<file path="src/rtl/mvm_stream_driver.sv">
// mvm_stream_driver
//   Stream wrapper around the 8x8 matrix-vector multiply core. It collects one
//   packet (K*K matrix words, row-major, then K vector words) from a
//   valid/ready input, replays it to the core as gap-free bursts, starts the
//   compute, captures the K results and re-emits them on a valid/ready output.
//   The core itself cannot stall, so all buffering lives here.
//
// Ports
//   clk, reset          clock, synchronous active-high reset
//   in_valid/in_ready   input stream handshake, in_data = B-bit signed word
//   out_valid/out_ready output stream handshake, out_data = 2B-bit signed y[i],
//                       out_last marks y[K-1]
//   err                 sticky flag: core never raised done within TIMEOUT
//   core_*              direct connection to the multiply core
module mvm_stream_driver #(
    parameter int K       = 8,
    parameter int LOGK    = 3,
    parameter int B       = 8,
    parameter int OUT_LAT = 1,
    parameter int TIMEOUT = 256
) (
    input  logic             clk,
    input  logic             reset,
    input  logic             in_valid,
    output logic             in_ready,
    input  logic [B-1:0]     in_data,
    output logic             out_valid,
    input  logic             out_ready,
    output logic [2*B-1:0]   out_data,
    output logic             out_last,
    output logic             err,
    output logic             core_loadMatrix,
    output logic             core_loadVector,
    output logic             core_start,
    output logic [B-1:0]     core_data_in,
    input  logic             core_done,
    input  logic [2*B-1:0]   core_data_out
);
    localparam int NA = K * K;
    localparam int NW = K * K + K;
    localparam int AW = $clog2(NW);
    localparam int CW = $clog2(NW + OUT_LAT + 1);
    localparam int WW = $clog2(TIMEOUT + 1);

    typedef enum logic [3:0] {
        COLLECT, SEND_AC, SEND_A, GAP, SEND_XC, SEND_X, GAP2, START,
        WAIT_DONE, CAPTURE, DRAIN
    } state_t;

    state_t          state_q, state_d;
    logic [CW-1:0]   cnt_q, cnt_d;
    logic [WW-1:0]   wd_q, wd_d;
    logic            err_q, err_d;
    logic            lm_q, lm_d;
    logic            lv_q, lv_d;
    logic            st_q, st_d;

    logic signed [B-1:0]   in_mem  [NW];
    logic signed [2*B-1:0] res_mem [K];

    logic            in_fire;
    logic            cap_en;
    logic [LOGK-1:0] cap_idx;

    assign in_ready  = (state_q == COLLECT) && !reset;
    assign in_fire   = in_valid && in_ready;
    assign out_valid = (state_q == DRAIN);
    assign out_data  = out_valid ? res_mem[cnt_q[LOGK-1:0]] : '0;
    assign out_last  = out_valid && (cnt_q == CW'(K - 1));
    assign err       = err_q;

    assign core_loadMatrix = lm_q;
    assign core_loadVector = lv_q;
    assign core_start      = st_q;

    // CAPTURE counts OUT_LAT-1 settle cycles before the first result word,
    // so the result slot is the count minus that offset.
    assign cap_en  = (state_q == CAPTURE) && ((cnt_q + CW'(1)) >= CW'(OUT_LAT));
    assign cap_idx = cnt_q[LOGK-1:0] - LOGK'(OUT_LAT - 1);

    always_comb begin
        core_data_in = '0;
        if (state_q == SEND_A) begin
            core_data_in = in_mem[cnt_q[AW-1:0]];
        end else if (state_q == SEND_X) begin
            core_data_in = in_mem[cnt_q[AW-1:0] + AW'(NA)];
        end
    end

    always_comb begin
        state_d = state_q;
        cnt_d   = cnt_q;
        wd_d    = wd_q;
        err_d   = err_q;
        case (state_q)
            COLLECT: begin
                if (in_fire) begin
                    if (cnt_q == CW'(NW - 1)) begin
                        cnt_d   = '0;
                        state_d = SEND_AC;
                    end else begin
                        cnt_d = cnt_q + CW'(1);
                    end
                end
            end
            SEND_AC: begin
                cnt_d   = '0;
                state_d = SEND_A;
            end
            SEND_A: begin
                if (cnt_q == CW'(NA - 1)) begin
                    cnt_d   = '0;
                    state_d = GAP;
                end else begin
                    cnt_d = cnt_q + CW'(1);
                end
            end
            GAP: begin
                if (cnt_q == CW'(1)) begin
                    cnt_d   = '0;
                    state_d = SEND_XC;
                end else begin
                    cnt_d = cnt_q + CW'(1);
                end
            end
            SEND_XC: begin
                cnt_d   = '0;
                state_d = SEND_X;
            end
            SEND_X: begin
                if (cnt_q == CW'(K - 1)) begin
                    cnt_d   = '0;
                    state_d = GAP2;
                end else begin
                    cnt_d = cnt_q + CW'(1);
                end
            end
            GAP2: begin
                if (cnt_q == CW'(1)) begin
                    cnt_d   = '0;
                    state_d = START;
                end else begin
                    cnt_d = cnt_q + CW'(1);
                end
            end
            START: begin
                wd_d    = '0;
                state_d = WAIT_DONE;
            end
            WAIT_DONE: begin
                if (core_done) begin
                    cnt_d   = '0;
                    state_d = CAPTURE;
                end else if (wd_q == WW'(TIMEOUT - 1)) begin
                    // Core never answered: flag it and drop the packet.
                    err_d   = 1'b1;
                    cnt_d   = '0;
                    state_d = COLLECT;
                end else begin
                    wd_d = wd_q + WW'(1);
                end
            end
            CAPTURE: begin
                if (cnt_q == CW'(OUT_LAT + K - 2)) begin
                    cnt_d   = '0;
                    state_d = DRAIN;
                end else begin
                    cnt_d = cnt_q + CW'(1);
                end
            end
            DRAIN: begin
                if (out_ready) begin
                    if (cnt_q == CW'(K - 1)) begin
                        cnt_d   = '0;
                        state_d = COLLECT;
                    end else begin
                        cnt_d = cnt_q + CW'(1);
                    end
                end
            end
            default: begin
                cnt_d   = '0;
                state_d = COLLECT;
            end
        endcase
        // Strobes come from flops keyed on the next state so they line up
        // with the state they belong to and never glitch.
        lm_d = (state_d == SEND_AC);
        lv_d = (state_d == SEND_XC);
        st_d = (state_d == START);
    end

    always_ff @(posedge clk) begin
        if (reset) begin
            state_q <= COLLECT;
            cnt_q   <= '0;
            wd_q    <= '0;
            err_q   <= 1'b0;
            lm_q    <= 1'b0;
            lv_q    <= 1'b0;
            st_q    <= 1'b0;
        end else begin
            state_q <= state_d;
            cnt_q   <= cnt_d;
            wd_q    <= wd_d;
            err_q   <= err_d;
            lm_q    <= lm_d;
            lv_q    <= lv_d;
            st_q    <= st_d;
        end
    end

    // Data storage carries no reset; the control state decides what is live.
    always_ff @(posedge clk) begin
        if (in_fire) begin
            in_mem[cnt_q[AW-1:0]] <= in_data;
        end
        if (cap_en) begin
            res_mem[cap_idx] <= core_data_out;
        end
    end

endmodule
</file>
<file path="config.mk">
export PLATFORM = sky130hd
export DESIGN_NAME = mvm_stream_driver
export DESIGN_NICKNAME = d
export VERILOG_FILES = /design/src/rtl/mvm_stream_driver.sv
export SDC_FILE = /design/constraint.sdc
export NUM_CORES = 1
export LEC_CHECK = 0
export BUFFER_PORTS_ARGS = -buffer_cell sky130_fd_sc_hd__buf_2
export CAP_MARGIN = 5
export CORE_MARGIN = 1
export CORE_UTILIZATION = 45
export DETAILED_ROUTE_END_ITERATION = 6
export SYNTH_ARGS = -nofsm -noshare
export SYNTH_HDL_FRONTEND = slang
export SYNTH_SLANG_ARGS = --single-unit
</file>
<file path="constraint.sdc">
create_clock -name clk -period 3.4 [get_ports clk]
set_input_delay 0.34 -clock clk [delete_from_list [all_inputs] [get_ports clk]]
set_output_delay 0.34 -clock clk [all_outputs]
set_load 0.02 [all_outputs]
</file>
==> impl_metrics.csv <==
group,metric,value,unit
sta,period_share,1.09,
sta,final_max_slew_violation_count,0,
global_routing,grt_pass1_vias,22900,
cells_and_area,design.final.nets,2500,
route,via_per_inst,6.67,
power,power.share.switching,0.222,
global_routing,use_met3,0.0672,
worst_setup_path,ff2ff_setup_slack,280,ps
logic_synthesis,ys_top_cells_by_area,"sky130_fd_sc_hd__edfxtp_1, sky130_fd_sc_hd__mux4_2, sky130_fd_sc_hd__mux2i_1, sky130_fd_sc_hd__nor2_1, sky130_fd_sc_hd__a221oi_1",
route,wl,119000,µm
sta,worst_slack,-314,ps
cells_and_area,final_cell_area,41900,µm²
clocking,number_of_clock_sinks,735,
logic_synthesis,post_synth_instance_area,33900,µm²
worst_setup_path,rr_endpoint,"cnt_q[5]",
floorplan,die_width,276,µm
cells_and_area,fraction_of_layout_instances_using_a_drive_strength_above_1,0.366,
clocking,clk_latency,660,ps
floorplan,floorplan.io_pins,60,
cells_and_area,antenna_cells,0,
worst_setup_path,worst_setup_path_startpoint,"cnt_q[2]",
floorplan,rows,100,
cells_and_area,final_core_util,0.563,
cells_and_area,area_growth,23.8,%
outcome,violations,"negative setup slack",
power,leakage,13.5,nW
logic_synthesis,synth.ff_latch_count,735,
logic_synthesis,synthDominantCellAreaShare,0.624,
floorplan,fp.coreArea,74400,µm²
logic_synthesis,synth_async_sr_flop_share,0,
worst_setup_path,worstPathRequired,3060,ps
logic_synthesis,ys_types,71,
sta,finalHoldWorstSlack,79.4,ps
logic_synthesis,synthesis.area_per_instance,16.2,µm²
outcome,outcome,"finished, violations left",
power,powerDensity,484,nW/µm²
logic_synthesis,postSynthNetCount,2122,
route,route.detailed.wl_per_inst,33.9,µm
floorplan,initial_core_util,0.455,
sta,period_minus_slack,3710,ps
route,route.detailed.drc,0,
floorplan,dieArea,76400,µm²
global_routing,grt_util_met2,0.460,
worst_setup_path,maximum_fanout_along_the_worst_path,16,
sta,worst_slew_pin_tran,1190,ps
route,dr.pass1.iters,6,
clocking,clk_pin_slew,60,ps
clocking,clock_tree_from_tritoncts,"done",
cells_and_area,layout.cells.most_common,"sky130_fd_sc_hd__edfxtp_1",
flow_run,cap_viol_max_count,0,
clocking,htree_num_levels,3,
logic_synthesis,netlist_instances,2088,
worst_setup_path,slowest_stage,"sky130_fd_sc_hd__dfxtp_4",
sta,skew_final,32.2,ps
power,power_frac_clock,0.445,
power,power_switching,4.51,mW
route,vias_after_detailed_routing,23300,
worst_setup_path,reg2reg_depth,11,
power,power.internal,15.8,mW
global_routing,grt_pass1_wl,169000,µm
logic_synthesis,synth.yosys.seq_area_share,0.642,
worst_setup_path,critical-path-max-stage-delay,400,ps
logic_synthesis,synth-edff-count,704,
min_path,worst_hold_check_path_type,"input port to flip-flop",
global_routing,overflow,0,
worst_setup_path,path_class,"flip-flop to output port",
sta,final_hold_viol_count,0,
place,port_buffers,59,
global_routing,grt_max_degree,62,
floorplan,die_y,276,µm
route,dr.first_iter.drc_count,3139,
worst_setup_path,worstSetupEndpoint,"core_data_in[4]",
worst_setup_path,r2r-start,"cnt_q[1]",
sta,grt_setup_unrepaired,"yes",
global_routing,globalRouteMet1Util,0.443,
global_routing,grt_use_total,0.310,
power,vdd_drop_max,371,µV
place,global_placer_s_final_weighted_congestion,1.02,
power,combPwrFrac,0.065,
logic_synthesis,synth_flop_cell,"sky130_fd_sc_hd__edfxtp_1",
worst_setup_path,crit_end_category,"output port",
worst_setup_path,worst-endpoint-arrival,3370,ps
power,seq_power_share,0.489,
sta,report.final.setup_viol,8,
logic_synthesis,ys_warn_count,0,
clocking,clockRootBuffer,"sky130_fd_sc_hd__clkbuf_16",
sta,timing.setup.tns,-2060,ps
route,antenna_left,0,
cells_and_area,fillerInstances,5785,
place,dpl.hpwl,79400,µm
worst_setup_path,critPathLaunchType,"flip-flop",
worst_setup_path,path_cells,"buf_6, buf_4, nor2b_2, buf_6, a221o_1, o21ai_0, a221o_1, nand3_2, nand4_1, o31ai_2, buf_4, buf_2",
sta,achievable-frequency,0.269,GHz
global_routing,number_of_antenna_violations_at_the_first_check_in_global_routing,2,
cells_and_area,mostFrequentLayoutCells,"sky130_fd_sc_hd__edfxtp_1, sky130_fd_sc_hd__buf_4, sky130_fd_sc_hd__mux4_2",
sta,max_slew_margin,0.208,
logic_synthesis,post-synth-top-area-cell,"sky130_fd_sc_hd__edfxtp_1",
place,placement.cell_area,37400,µm²
clocking,clockBufferDepth,3,
global_routing,top_usage_layer,"met2",
clocking,cts_buffers,81,
-- cell type report --
type	count	area (µm²)	share of cell area
sequential	735	21800	0.520
multi-input combinational	1186	11800	0.282
timing repair buffer	453	4340	0.103
clock buffer	98	2100	0.0501
tap	969	1210	0.0289
clock inverter	51	624	0.0149
inverter	9	37.5	0.000895
-- flip-flops by register name, indices dropped and copies added (netlist names), named ones only --
name	count
res_mem	128
err	1
core_loadMatrix	1
state_q	4
cnt_q	7
core_start	1
core_loadVector	1
in_mem	576
wd_q	9
-- synthesized netlist by cell type, types with 5 or more instances --
master and number:
sky130_fd_sc_hd__o221ai_1 12, sky130_fd_sc_hd__xor2_1 5, sky130_fd_sc_hd__a21oi_1 74, sky130_fd_sc_hd__or3_1 5
sky130_fd_sc_hd__inv_1 9, sky130_fd_sc_hd__a311oi_1 7, sky130_fd_sc_hd__dfxtp_1 31, sky130_fd_sc_hd__nor4_1 6
sky130_fd_sc_hd__nor3_1 20, sky130_fd_sc_hd__nor2b_1 27, sky130_fd_sc_hd__a22o_1 10, sky130_fd_sc_hd__a2111oi_0 14
sky130_fd_sc_hd__buf_6 7, sky130_fd_sc_hd__nor2_1 181, sky130_fd_sc_hd__and3_1 7, sky130_fd_sc_hd__nand4_1 13
sky130_fd_sc_hd__ha_1 5, sky130_fd_sc_hd__and2_1 8, sky130_fd_sc_hd__a221oi_1 72, sky130_fd_sc_hd__a211oi_1 16
sky130_fd_sc_hd__o31ai_1 6, sky130_fd_sc_hd__buf_2 65, sky130_fd_sc_hd__nand2_1 87, sky130_fd_sc_hd__nand3_1 26
sky130_fd_sc_hd__mux4_2 206, sky130_fd_sc_hd__edfxtp_1 704, sky130_fd_sc_hd__o21ai_0 49, sky130_fd_sc_hd__nand2b_1 14
sky130_fd_sc_hd__o22ai_1 15, sky130_fd_sc_hd__clkbuf_1 49, sky130_fd_sc_hd__buf_1 11, sky130_fd_sc_hd__a22oi_1 36
sky130_fd_sc_hd__o211ai_1 7, sky130_fd_sc_hd__a221o_1 20, sky130_fd_sc_hd__a31oi_1 10, sky130_fd_sc_hd__mux2i_1 123
sky130_fd_sc_hd__buf_4 26, sky130_fd_sc_hd__mux2_2 50
-- per-layer routing --
| metal | part of all wire | routed length, µm |
|---|---|---|
| met1 | 0.39 | 46600 |
| met2 | 0.44 | 52600 |
| met3 | 0.12 | 13900 |
| met4 | 0.046 | 5480 |
| met5 | 0.0011 | 129 |
-- worst max-delay path: cells and delay by family (launching register included) --
family	cells	cell delay, ps
simple gates	3	610
buf+inv	5	920
compound gates	4	800
flops	1	400
-- how the worst min path moves through the flow --
stage,start,endpoint,cells after the start
final,in_data[7],in_mem[4][7],1
after global routing,in_data[7],in_mem[6][7],1
after CTS,in_data[7],in_mem[4][7],1
after detailed placement,err,err,2
after global placement,err,err,2
after floorplan,in_data[0],in_mem[0][0],0
-- repair_timing --
action,in CTS,in global routing
endpoints found under the setup margin,19,97
gates resized for setup,146,47
pin swaps,29,31
cloned,7,0
hold buffers,16,0
hold endpoints to repair,128,0
setup buffers,48,20
-- kinds of logic after synthesis --
family | count (synthesis) | share of synthesized area
DFF | 735 | 0.642
and+or+nand+nor | 413 | 0.0558
AOI/OAI and AO/OA | 382 | 0.0829
muxes | 379 | 0.190
buffers and inverters | 167 | 0.0253
xor gates and xnor gates | 7 | 0.00181
adders and majority gates | 5 | 0.00185
-- power by group through the flow --
stage | logic, mW | clock network [mW] | registers [mW]
floorplan | 0.589 | 0 | 10.1
global placement | 1.09 | 0 | 10.1
detailed placement | 1.10 | 0 | 10.1
CTS | 1.27 | 9.16 | 9.93
global route | 1.37 | 9.46 | 9.92
finish | 1.33 | 9.04 | 9.93
-- metrics by stage --
step	cells	setup slack [ps]	total power, mW
4_1_cts	3484	-317	20.4
3_5_place_dp	3265	-288	11.2
5_1_grt	3501	-398	20.8
3_3_place_gp	3265	-295	11.2
6_report	3501	-314	20.3
2_1_floorplan	2088	18.7	10.7
Power figures use the tool's default switching activity.
